`config.mk`:
```
export PLATFORM = sky130hd
export DESIGN_NAME = hazard_controller
export DESIGN_NICKNAME = d
export VERILOG_FILES = /design/src/rtl/hazard_pkg.sv /design/src/rtl/sat_counter.sv /design/src/rtl/hazard_controller.sv
export SDC_FILE = /design/constraint.sdc
export NUM_CORES = 1
export LEC_CHECK = 0
export ABC_AREA = 1
export BUFFER_PORTS_ARGS = -buffer_cell sky130_fd_sc_hd__buf_2
export CAP_MARGIN = 20
export CORE_MARGIN = 10
export CORE_UTILIZATION = 53
export CTS_CLUSTER_DIAMETER = 40
export DETAILED_ROUTE_END_ITERATION = 12
export PLACE_DENSITY = 0.86
export SLEW_MARGIN = 20
export SYNTH_ARGS = -nofsm -noshare
export SYNTH_HDL_FRONTEND = slang
export SYNTH_SLANG_ARGS = --single-unit
```
`constraint.sdc`:
```
create_clock -name clk -period 3 [get_ports clk]
set_clock_uncertainty 0.05 [all_clocks]
set_input_delay 0.75 -clock clk [delete_from_list [all_inputs] [get_ports clk]]
set_output_delay 0.75 -clock clk [all_outputs]
set_load 0.02 [all_outputs]
```
`src/rtl/hazard_pkg.sv`:
```
// Shared encodings for the pipeline hazard controller.
package hazard_pkg;

    // Fetch-wait FSM state encoding
    localparam logic [1:0] ST_RUN  = 2'd0;
    localparam logic [1:0] ST_WAIT = 2'd1;
    localparam logic [1:0] ST_ERR  = 2'd2;

    // Execute-stage forwarding select values
    localparam logic [1:0] FWD_RF = 2'b00;
    localparam logic [1:0] FWD_W  = 2'b01;
    localparam logic [1:0] FWD_M  = 2'b10;

    // Default register-address width (32 architectural registers)
    localparam int unsigned REG_AW_DEF = 5;

endpackage : hazard_pkg

```
`src/rtl/sat_counter.sv`:
```
// Up-counter that sticks at all-ones instead of wrapping; cleared by reset.
module sat_counter #(
    parameter int unsigned W = 16
) (
    input  logic         clk,
    input  logic         rst_n,
    input  logic         en,
    output logic [W-1:0] count
);

    // Count enabled cycles, holding once the maximum is reached
    always_ff @(posedge clk or negedge rst_n) begin
        if (!rst_n) begin
            count <= '0;
        end else if (en && (count != '1)) begin
            count <= count + W'(1);
        end
    end

endmodule : sat_counter

```
`src/rtl/hazard_controller.sv`:
```
// Pipeline hazard detection, forwarding selects, fetch-timeout tracking and
// stall/flush statistics for the 5-stage core.
module hazard_controller
    import hazard_pkg::*;
#(
    parameter int unsigned REG_AW       = REG_AW_DEF,
    parameter int unsigned CNT_W        = 16,
    parameter int unsigned IMEM_TIMEOUT = 15
) (
    input  logic              clk,
    input  logic              rst_n,
    input  logic [REG_AW-1:0] rsD,
    input  logic [REG_AW-1:0] rtD,
    input  logic [REG_AW-1:0] rsE,
    input  logic [REG_AW-1:0] rtE,
    input  logic [REG_AW-1:0] writeRegE,
    input  logic [REG_AW-1:0] writeRegM,
    input  logic [REG_AW-1:0] writeRegW,
    input  logic              regWriteE,
    input  logic              regWriteM,
    input  logic              regWriteW,
    input  logic              memToRegE,
    input  logic              memToRegM,
    input  logic              branchD,
    input  logic              PCSrcD,
    input  logic              fetch_valid,
    output logic              stallF,
    output logic              stallD,
    output logic              flushD,
    output logic              flushE,
    output logic              forwardAD,
    output logic              forwardBD,
    output logic [1:0]        forwardAE,
    output logic [1:0]        forwardBE,
    output logic              fetch_err,
    output logic [CNT_W-1:0]  stall_cnt,
    output logic [CNT_W-1:0]  flush_cnt
);

    // Wait counter must be able to hold IMEM_TIMEOUT itself
    localparam int unsigned WCNT_W = $clog2(IMEM_TIMEOUT + 1);

    // Register 0 is hardwired zero, so it never creates a dependency
    function automatic logic reg_match(input logic [REG_AW-1:0] r,
                                       input logic              en,
                                       input logic [REG_AW-1:0] d);
        return en && (d != '0) && (d == r);
    endfunction

    logic [1:0]        state;
    logic [1:0]        state_nxt;
    logic [WCNT_W-1:0] wcnt;
    logic [WCNT_W-1:0] wcnt_nxt;

    logic lwstall;
    logic brstall;
    logic hz;
    logic in_err;
    logic iwait;
    logic redirect;

    // Load-use and branch-operand hazard detection
    always_comb begin
        lwstall = memToRegE && (reg_match(rsD, regWriteE, writeRegE) ||
                                reg_match(rtD, regWriteE, writeRegE));
        brstall = branchD && (reg_match(rsD, regWriteE, writeRegE) ||
                              reg_match(rtD, regWriteE, writeRegE) ||
                              reg_match(rsD, memToRegM, writeRegM) ||
                              reg_match(rtD, memToRegM, writeRegM));
        hz      = lwstall || brstall;
    end

    // Forwarding selects; the younger M-stage result wins over W
    always_comb begin
        forwardAE = FWD_RF;
        forwardBE = FWD_RF;
        if (reg_match(rsE, regWriteM, writeRegM)) begin
            forwardAE = FWD_M;
        end else if (reg_match(rsE, regWriteW, writeRegW)) begin
            forwardAE = FWD_W;
        end
        if (reg_match(rtE, regWriteM, writeRegM)) begin
            forwardBE = FWD_M;
        end else if (reg_match(rtE, regWriteW, writeRegW)) begin
            forwardBE = FWD_W;
        end
        forwardAD = reg_match(rsD, regWriteM, writeRegM);
        forwardBD = reg_match(rtD, regWriteM, writeRegM);
    end

    // Stall/flush steering: a hazard stall beats a flush, a redirect beats an imem wait
    always_comb begin
        in_err    = (state == ST_ERR);
        iwait     = !fetch_valid && !in_err;
        redirect  = PCSrcD && !hz;
        stallD    = hz || in_err;
        flushE    = hz || in_err;
        stallF    = in_err || hz || (iwait && !redirect);
        flushD    = !hz && !in_err && (PCSrcD || iwait);
        fetch_err = in_err;
    end

    // Fetch-wait FSM state and wait-cycle counter
    always_ff @(posedge clk or negedge rst_n) begin
        if (!rst_n) begin
            state <= ST_RUN;
            wcnt  <= '0;
        end else begin
            state <= state_nxt;
            wcnt  <= wcnt_nxt;
        end
    end

    // Fetch-wait FSM next state; a taken redirect abandons any pending fetch
    always_comb begin
        state_nxt = state;
        wcnt_nxt  = wcnt;
        case (state)
            ST_RUN: begin
                if (!fetch_valid) begin
                    state_nxt = ST_WAIT;
                    wcnt_nxt  = WCNT_W'(1);
                end
            end
            ST_WAIT: begin
                if (fetch_valid) begin
                    state_nxt = ST_RUN;
                end else begin
                    wcnt_nxt = wcnt + WCNT_W'(1);
                    if (wcnt == WCNT_W'(IMEM_TIMEOUT)) begin
                        state_nxt = ST_ERR;
                    end
                end
            end
            ST_ERR: begin
                state_nxt = ST_ERR;
            end
            default: begin
                state_nxt = ST_RUN;
                wcnt_nxt  = '0;
            end
        endcase
        if (!in_err && redirect) begin
            state_nxt = ST_RUN;
            wcnt_nxt  = '0;
        end
    end

    // Statistics: decode-stall cycles and taken-branch flushes
    sat_counter #(.W(CNT_W)) u_stall_cnt (
        .clk   (clk),
        .rst_n (rst_n),
        .en    (stallD),
        .count (stall_cnt)
    );

    sat_counter #(.W(CNT_W)) u_flush_cnt (
        .clk   (clk),
        .rst_n (rst_n),
        .en    (redirect && !in_err),
        .count (flush_cnt)
    );

endmodule : hazard_controller

```
==> results of run 1 <==
## per-layer routing
metal	part of all wire [%]	wire, um
met1	41	3390
met2	51	4230
met3	5.4	448
met4	2.0	167
met5	0	0
## layout make-up
class	instances	area (sq um)
Clock buffer	6	82.6
Clock inverter	2	60.1
Fill cell	464	1890
Inverter	43	161
Multi-Input combinational cell	334	1810
Sequential cell	38	951
Tap cell	72	90.1
Timing Repair Buffer	90	458
## through the flow
stage	util [%]	hold WS (ps)	instance area, sq um	total power, mW
finish	65.6	460	3610	1.21
global route	65.6	510	3610	1.26
CTS	65.6	462	3610	1.21
detailed placement	63.0	445	3470	0.667
global placement	63.0	442	3470	0.663
floorplan	-	404	2990	0.599
## power by group through the flow
stage,Sequential (mW),Combinational (mW),Clock [mW]
after global placement,0.522,0.141,0
final,0.512,0.145,0.552
after global routing,0.512,0.163,0.586
after CTS,0.512,0.146,0.556
after detailed placement,0.522,0.145,0
after floorplan,0.522,0.0774,0
## registers in the layout, indices dropped and copies added, names as in the netlist
register / cells
wcnt: 4
u_flush_cnt.count: 16
u_stall_cnt.count: 16
state: 2
## placed cells by master, fill, tap and decap left out, drive strengths merged
| master | n |
|---|---|
| bufinv | 2 |
| ha | 3 |
| nor2 | 41 |
| nand4 | 27 |
| inv | 43 |
| o41ai | 1 |
| dfrtp | 38 |
| xor2 | 28 |
| clkbuf | 6 |
| nand2 | 143 |
| o21bai | 1 |
| buf | 90 |
| nor4 | 4 |
| nor3 | 9 |
| or2 | 1 |
| xnor2 | 27 |
| o21ai | 8 |
| nand3 | 39 |
| a21oi | 2 |
## worst min-delay path by stage
stage                       start        to  cells past startpoint
after floorplan             rst_n  state[0]                      0
after global placement    wcnt[1]   wcnt[1]                      2
after detailed placement  wcnt[1]   wcnt[1]                      2
after CTS                 wcnt[1]   wcnt[1]                      2
after global routing      wcnt[1]   wcnt[1]                      2
final                     wcnt[1]   wcnt[1]                      2
## worst max-delay path, stage by stage
cell	delay (ps)
buf_2	140
inv_2	60
nand2_1	70
nand2_1	60
nor2_1	120
nand3_1	110
nand2_1	90
nand2_2	80
nand2_2	120
nor2_8	30
o21ai_0	120
buf_2	230
## cells by family (layout without fill, tap and decap cells)
group                    count (synthesis)  count (layout)  share of synthesized area (%)
AND/OR/NAND/NOR                        264             264                           40.9
XOR/XNOR                                55              55                           16.1
buffers and inverters                   55             141                           7.66
flip-flops                              38              38                           31.8
AO/OA/AOI/OAI                           12              12                           2.22
adder cells (fa/ha/maj)                  3               3                           1.26
## Yosys cell counts (all sizes together)
cell / n
nand2: 143
inv: 43
nor2: 41
nand3: 39
dfrtp: 38
xor2: 28
nand4: 27
xnor2: 27
buf: 9
nor3: 9
o21ai: 8
nor4: 4
clkbuf: 3
ha: 3
a21oi: 2
o21bai: 1
o41ai: 1
or2: 1
==> impl_metrics.yaml, run 1 <==
outcome:
  status: "finished, final reports clean"
critical_path:
  end_kind: "primary output"
  r2r_end: "u_stall_cnt.count[2]"
  setup.worst_path.class: "in -> out"
  crit_fanout: 5
  rr_worst_depth: 9
  worstPathRequired_ps: 2200
  crit_start: "writeRegM[0]"
  timing.rr.start: "u_stall_cnt.count[0]"
  critical_path_arrival_ps: 1990
  critPathCapture: "stallF"
  startpoint_type: "primary input"
  r2r_slack_ps: 770
hold_path:
  hp-class: "reg -> reg"
die:
  die_h_um: 95.1
  die_x_um: 95.1
  io_pins: 88
  die-area_sq_um: 9040
  core.rowCount: 27
  core_area_sq_um: 5510
  start_util_pct: 54.3
synthesis:
  ys_types: 30
  synth_top_area_share_pct: 31.8
  netlist_area_sq_um: 2990
  syn_nets: 475
  synth-seq-cells: 38
  synth_top_cell_by_area: "dfrtp_1"
  yosys-top-cells-area: "dfrtp_1 32%, nand2_1 17%, xor2_1 8.2%"
  yosysWarnings: 0
  synth_area_per_cell_sq_um: 7.00
  ys_seq_area_share_pct: 31.8
  postSynthCellCount: 427
global_route:
  antenna_found_initial: 0
  grt_max_degree: 39
  grt.met3_usage_pct: 4.40
  globalRouteMet2Util_pct: 32.3
  grt_overflow: 0
  grtUsageMet1_pct: 21.0
  grt_usage_pct: 18.2
  top_usage_layer: "met2"
  grt_first_pass_wirelength_um: 13500
  grt_pass1_vias: 2956
clocking:
  cts_tree: "yes"
  clock-sinks: 38
  cts.htree.levels: 2
  clockBufferDepth: 2
  clk_pin_slew_worst_paths_ps: 80
  post_cts_buffers: 0
  cts-root-buf: "clkbuf_8"
  cts_hold_buf: 0
  cts-resized-gates: 0
  cts_made_buffers: 5
  insertion_delay_ps: 300
cells_and_area:
  finalNonFillerCells: 585
  fin_nets: 560
  synthToLayoutAreaGrowth_pct: 20.8
  antenna_cells: 0
  drive_gt1_share_pct: 22.2
sta:
  drv_slew: 0
  rsz0062_at_grt: "no"
  tns_ps: 0
  finalSetupViolCount: 0
  tightest_slew_ps: 837
  worst_slack_ps: 214
  max_freq_ghz: 0.359
  hold_violations: 0
  final.min_clock_period_ps: 2790
  fin_crit_sh_pct: 92.9
  slew_headroom_pct: 44.2
power_and_ir_drop:
  p_sw_mw: 0.283
  p_comb_share_pct: 12.0
  internal_power_mw: 0.926
  switching_share_pct: 23.4
  power.density_nw_per_um2: 335
  p_seq_share_pct: 42.3
  clock_power_share_pct: 45.6
  leakage_nw: 1.95
  ir_drop_mv: 0.427
routing:
  drt_wl_total_um: 8240
  via_per_inst: 5.24
  drt-pass1-iter-count: 4
  drtAntennaViolNets: 0
  drc: 0
  num_vias: 3063
  wl_per_cell_um: 14.1
  drt-initial-drc-count: 175
job:
  cap_viol_max_count: 0
placement:
  pre_cts_ws_ps: 212
  dp_hpwl_um: 6480
  io_buffer_count: 87
  gpl.final_weighted_congestion: 0.996
  dp_cells: 577
Note: power is estimated with default switching activity, not from simulation.
==> run 2, diff against run 1 <==
Settings changed: CORE_UTILIZATION 53 to 57, PLACE_DENSITY 0.86 to 0.91.
Clock period 3 ns to 3.6 ns, I/O delays scaled along.
==> impl_metrics.yaml, run 2 (synthesis gave the netlist of run 1 again) <==
outcome:
  status: "finished, final reports clean"
cells_and_area:
  drive_gt1_share_pct: 22.1
  multi_input_area_sq_um: 1810
  fin_util_pct: 69.6
  fin_nets: 559
  antenna_cells: 0
  finalNonFillerCells: 582
  seqCellArea_sq_um: 951
  synthToLayoutAreaGrowth_pct: 18.9
  mostFrequentLayoutCells: "139 x nand2_1, 87 x buf_2, 42 x inv_1, 38 x dfrtp_1, 37 x nor2_1"
  final_common_cell: "nand2_1"
  nFillCells: 442
  largest_registers: "u_flush_cnt.count x16, u_stall_cnt.count x16, wcnt x4"
sta:
  hold_violations: 0
  finalSetupViolCount: 0
  drv_slew: 0
  worst_slack_ps: 525
  tns_ps: 0
  fin_crit_sh_pct: 85.4
  rsz0062_at_grt: "no"
  slew_headroom_pct: 43.2
  final.min_clock_period_ps: 3080
  tightest_slew_ps: 853
  max_freq_ghz: 0.325
routing:
  via_per_inst: 5.30
  drtAntennaViolNets: 0
  drc: 0
  drt-initial-drc-count: 262
  wl_per_cell_um: 13.9
  num_vias: 3084
  drt-pass1-iter-count: 5
  drt_wl_total_um: 8100
critical_path:
  startpoint_type: "primary input"
  worstPathRequired_ps: 2650
  critical_path_arrival_ps: 2130
  crit_fanout: 14
  setup.worst_path.class: "in -> out"
  end_kind: "primary output"
hold_path:
  hp-class: "reg -> reg"
die:
  io_pins: 88
  die-area_sq_um: 8540
  die_x_um: 92.4
  die_h_um: 92.4
  start_util_pct: 58.5
  core_area_sq_um: 5110
  core.rowCount: 26
clocking:
  insertion_delay_ps: 290
  clk_pin_slew_worst_paths_ps: 70
  cts_hold_buf: 0
  cts_made_buffers: 5
  post_cts_buffers: 0
  cts-resized-gates: 0
  clockBufferDepth: 2
  cts-root-buf: "clkbuf_8"
  cts.htree.levels: 2
  clock-sinks: 38
  cts_tree: "yes"
global_route:
  grt_usage_pct: 18.6
  antenna_found_initial: 0
  grt_overflow: 0
  grt_pass1_vias: 3005
  grt_max_degree: 39
  grt_first_pass_wirelength_um: 13600
power_and_ir_drop:
  leakage_nw: 1.92
  ir_drop_mv: 0.325
  power.density_nw_per_um2: 242
placement:
  io_buffer_count: 87
  dp_hpwl_um: 6430
  gpl.final_weighted_congestion: 0.946
  pre_cts_ws_ps: 585
  dp_cells: 574
job:
  cap_viol_max_count: 0
[run 2: cell types whose count changed in the layout (fill, tap and decap cells not counted)]
cell | previous run | this run
clkinv_2 | 0 | 1
buf_4 | 3 | 2
clkinvlp_4 | 0 | 1
bufinv_16 | 2 | 0
[run 2: per-stage QoR]
stage	instance area, sq um	hold WS [ps]	power [mW]
final	3550	480	0.861
after global routing	3550	495	0.896
after CTS	3550	472	0.861
after detailed placement	3460	457	0.556
after global placement	3460	437	0.553
after floorplan	2990	418	0.500
[run 2: where the power goes]
| part | total [mW] | switching [mW] | internal (mW) |
|---|---|---|---|
| clock | 0.312 | 0.158 | 0.154 |
| combinational | 0.122 | 0.0726 | 0.0493 |
| sequential | 0.426 | 0 | 0.426 |
| total | 0.861 | 0.231 | 0.630 |
[run 2: final timing paths]
check	to	slack [ps]	startpoint	cells after the start
hold reg to reg	wcnt[1]	480	wcnt[1]	2
setup / recovery	stallD	520	writeRegM[1]	11
setup reg to reg	u_stall_cnt.count[14]	1140	u_stall_cnt.count[0]	8
max in group asynchronous	u_stall_cnt.count[1]	2300	rst_n	1
min in group asynchronous	u_flush_cnt.count[5]	650	rst_n	1
hold / removal	wcnt[1]	480	wcnt[1]	2
[run 2: layer usage]
metal / wire length [um] / up-vias / global-route usage (%) / share of wire, %
met3: 418 / 14 / 4.12 / 5.2
met2: 4210 / 95 / 33.4 / 52
met1: 3310 / 1434 / 21.2 / 41
met4: 166 / 0 / 6.04 / 2.0
li1: - / 1541 / - / -
met5: 0 / - / 0 / 0
[run 2: critical path, cell delays in order]
cell	delay, ps
buf_2	150
inv_1	90
nand2_1	60
nand2_1	50
nor2_1	110
nand3_1	120
nand2_1	90
nand2_2	70
nand3_2	90
buf_4	200
buf_2	190
[run 2: layout make-up]
cell class	count	area share [%]
clock buffer	6	2.32
clock inverter	2	0.352
inverter	43	4.54
multi-input combinational	334	50.9
sequential	38	26.8
tap	70	2.46
timing repair buffer	89	12.7
==> run 3, diff against run 2 <==
Settings changed: BUFFER_PORTS_ARGS -buffer_cell sky130_fd_sc_hd__buf_2 to -buffer_cell sky130_fd_sc_hd__clkbuf_2.
==> impl_metrics.yaml, run 3 (synthesis gave the netlist of run 1 again) <==
placement:
  dp_hpwl_um: 6660
  io_buffer_count: 87
  gpl.final_weighted_congestion: 0.960
critical_path:
  timing.rr.start: "u_stall_cnt.count[0]"
  setup.worst_path.class: "in -> out"
  r2r_slack_ps: 1010
  cp.depth: 12
  r2r_end: "u_stall_cnt.count[14]"
  rr_worst_depth: 8
  critical_path_arrival_ps: 2080
  critPathCapture: "stallF"
  cp.buffers_inverters: 3
  worstPathCellList: "clkbuf_2, inv_1, nand2_1, nand2_1, nor2_1, nand3_1, nand2_1, nand2_2, nand2_2, nor2_8, o21ai_0, clkbuf_2"
  critPathTopFamily: "simple AND/OR/NAND/NOR gates"
  startpoint_type: "primary input"
  cp_slowest_cell: "clkbuf_2"
  end_kind: "primary output"
  worstPathRequired_ps: 2650
  cp_slowest_stage_delay_ps: 220
  crit_path_frequent_cell: "nand2_1"
  crit_start: "writeRegM[1]"
  crit_fanout: 5
cells_and_area:
  mostFrequentLayoutCells: "139 x nand2_1, 87 x clkbuf_2, 42 x inv_1, 38 x dfrtp_1, 37 x nor2_1"
  antenna_cells: 0
  final_common_cell: "nand2_1"
  drive_gt1_share_pct: 22.1
  synthToLayoutAreaGrowth_pct: 18.9
  nFillCells: 439
  largest_registers: "u_flush_cnt.count x16, u_stall_cnt.count x16, wcnt x4"
  fin_nets: 559
  fin_util_pct: 69.6
sta:
  final.min_clock_period_ps: 3030
  hold_violations: 0
  max_freq_ghz: 0.330
  tightest_slew_ps: 936
  finalSetupViolCount: 0
  tns_ps: 0
  drv_slew: 0
  rsz0062_at_grt: "no"
  fin_crit_sh_pct: 84.2
  slew_headroom_pct: 37.6
global_route:
  antenna_found_initial: 0
  grt_pass1_vias: 3054
  grt_overflow: 0
  grt_usage_pct: 19.1
  grt_first_pass_wirelength_um: 13700
  grt_max_degree: 39
job:
  cap_viol_max_count: 0
routing:
  drt-initial-drc-count: 163
  drc: 0
  drt_wl_total_um: 8220
  wl_per_cell_um: 14.1
  drtAntennaViolNets: 0
  drt-pass1-iter-count: 4
  via_per_inst: 5.25
  num_vias: 3054
power_and_ir_drop:
  total_power_mw: 0.858
  ir_drop_mv: 0.269
  power.density_nw_per_um2: 241
  leakage_nw: 1.91
clocking:
  cts_tree: "yes"
  clock-sinks: 38
  post_cts_buffers: 0
  cts-resized-gates: 0
  cts-root-buf: "clkbuf_8"
  cts.htree.levels: 2
  cts_made_buffers: 5
  clk_pin_slew_worst_paths_ps: 70
  insertion_delay_ps: 300
  clockBufferDepth: 2
  cts_hold_buf: 0
die:
  die_x_um: 92.4
  core_area_sq_um: 5110
  die-area_sq_um: 8540
  die_h_um: 92.4
  core.rowCount: 26
  start_util_pct: 58.5
  io_pins: 88
hold_path:
  hp-class: "reg -> reg"
outcome:
  status: "finished, final reports clean"
==> run 3: cell types whose count changed in the layout (fill, tap and decap cells not counted) <==
cell	delta
clkbuf_2	+87
buf_2	-87
==> run 3: where the power goes <==
group / switching [mW] / internal [mW]
logic: 0.0714 / 0.0489
clock network: 0.157 / 0.154
registers: 0 / 0.426
==> run 3: worst min path at each step <==
| stage | from | to | slack, ps | cells past startpoint |
|---|---|---|---|---|
| 6_report | wcnt[1] | wcnt[1] | 470 | 2 |
| 5_1_grt | u_flush_cnt.count[9] | u_flush_cnt.count[9] | 520 | 2 |
| 4_1_cts | u_flush_cnt.count[13] | u_flush_cnt.count[13] | 480 | 2 |
| 3_5_place_dp | u_flush_cnt.count[13] | u_flush_cnt.count[13] | 460 | 2 |
| 3_3_place_gp | wcnt[1] | wcnt[1] | 430 | 2 |
| 2_1_floorplan | wcnt[1] | wcnt[1] | 420 | 2 |
==> run 3: routing by layer <==
layer / track usage, % / routed length, um
met5: 0 / 0
met4: 6.30 / 150
met3: 4.20 / 412
met2: 35.3 / 4470
met1: 21.1 / 3190
==> run 3: worst min-delay path, cell delays in order (launching register included) <==
cell	delay, ps
dfrtp_1	380
nand2_1	60
nand2_1	50
==> run 3: final cells by class <==
type | count | area, sq um | area share [%]
Tap cell | 70 | 87.6 | 2.46
Inverter | 43 | 161 | 4.54
Multi-Input combinational cell | 334 | 1810 | 50.9
Clock inverter | 2 | 12.5 | 0.352
Timing Repair Buffer | 89 | 450 | 12.7
Sequential cell | 38 | 951 | 26.8
Clock buffer | 6 | 82.6 | 2.32
==> run 3: through the flow <==
step	hold slack (ps)	std cells	setup WS (ps)	area, sq um
detailed placement	460	574	594	3460
floorplan	418	427	344	2990
global route	516	582	396	3550
global placement	434	574	646	3460
CTS	477	582	560	3550
finish	474	582	569	3550
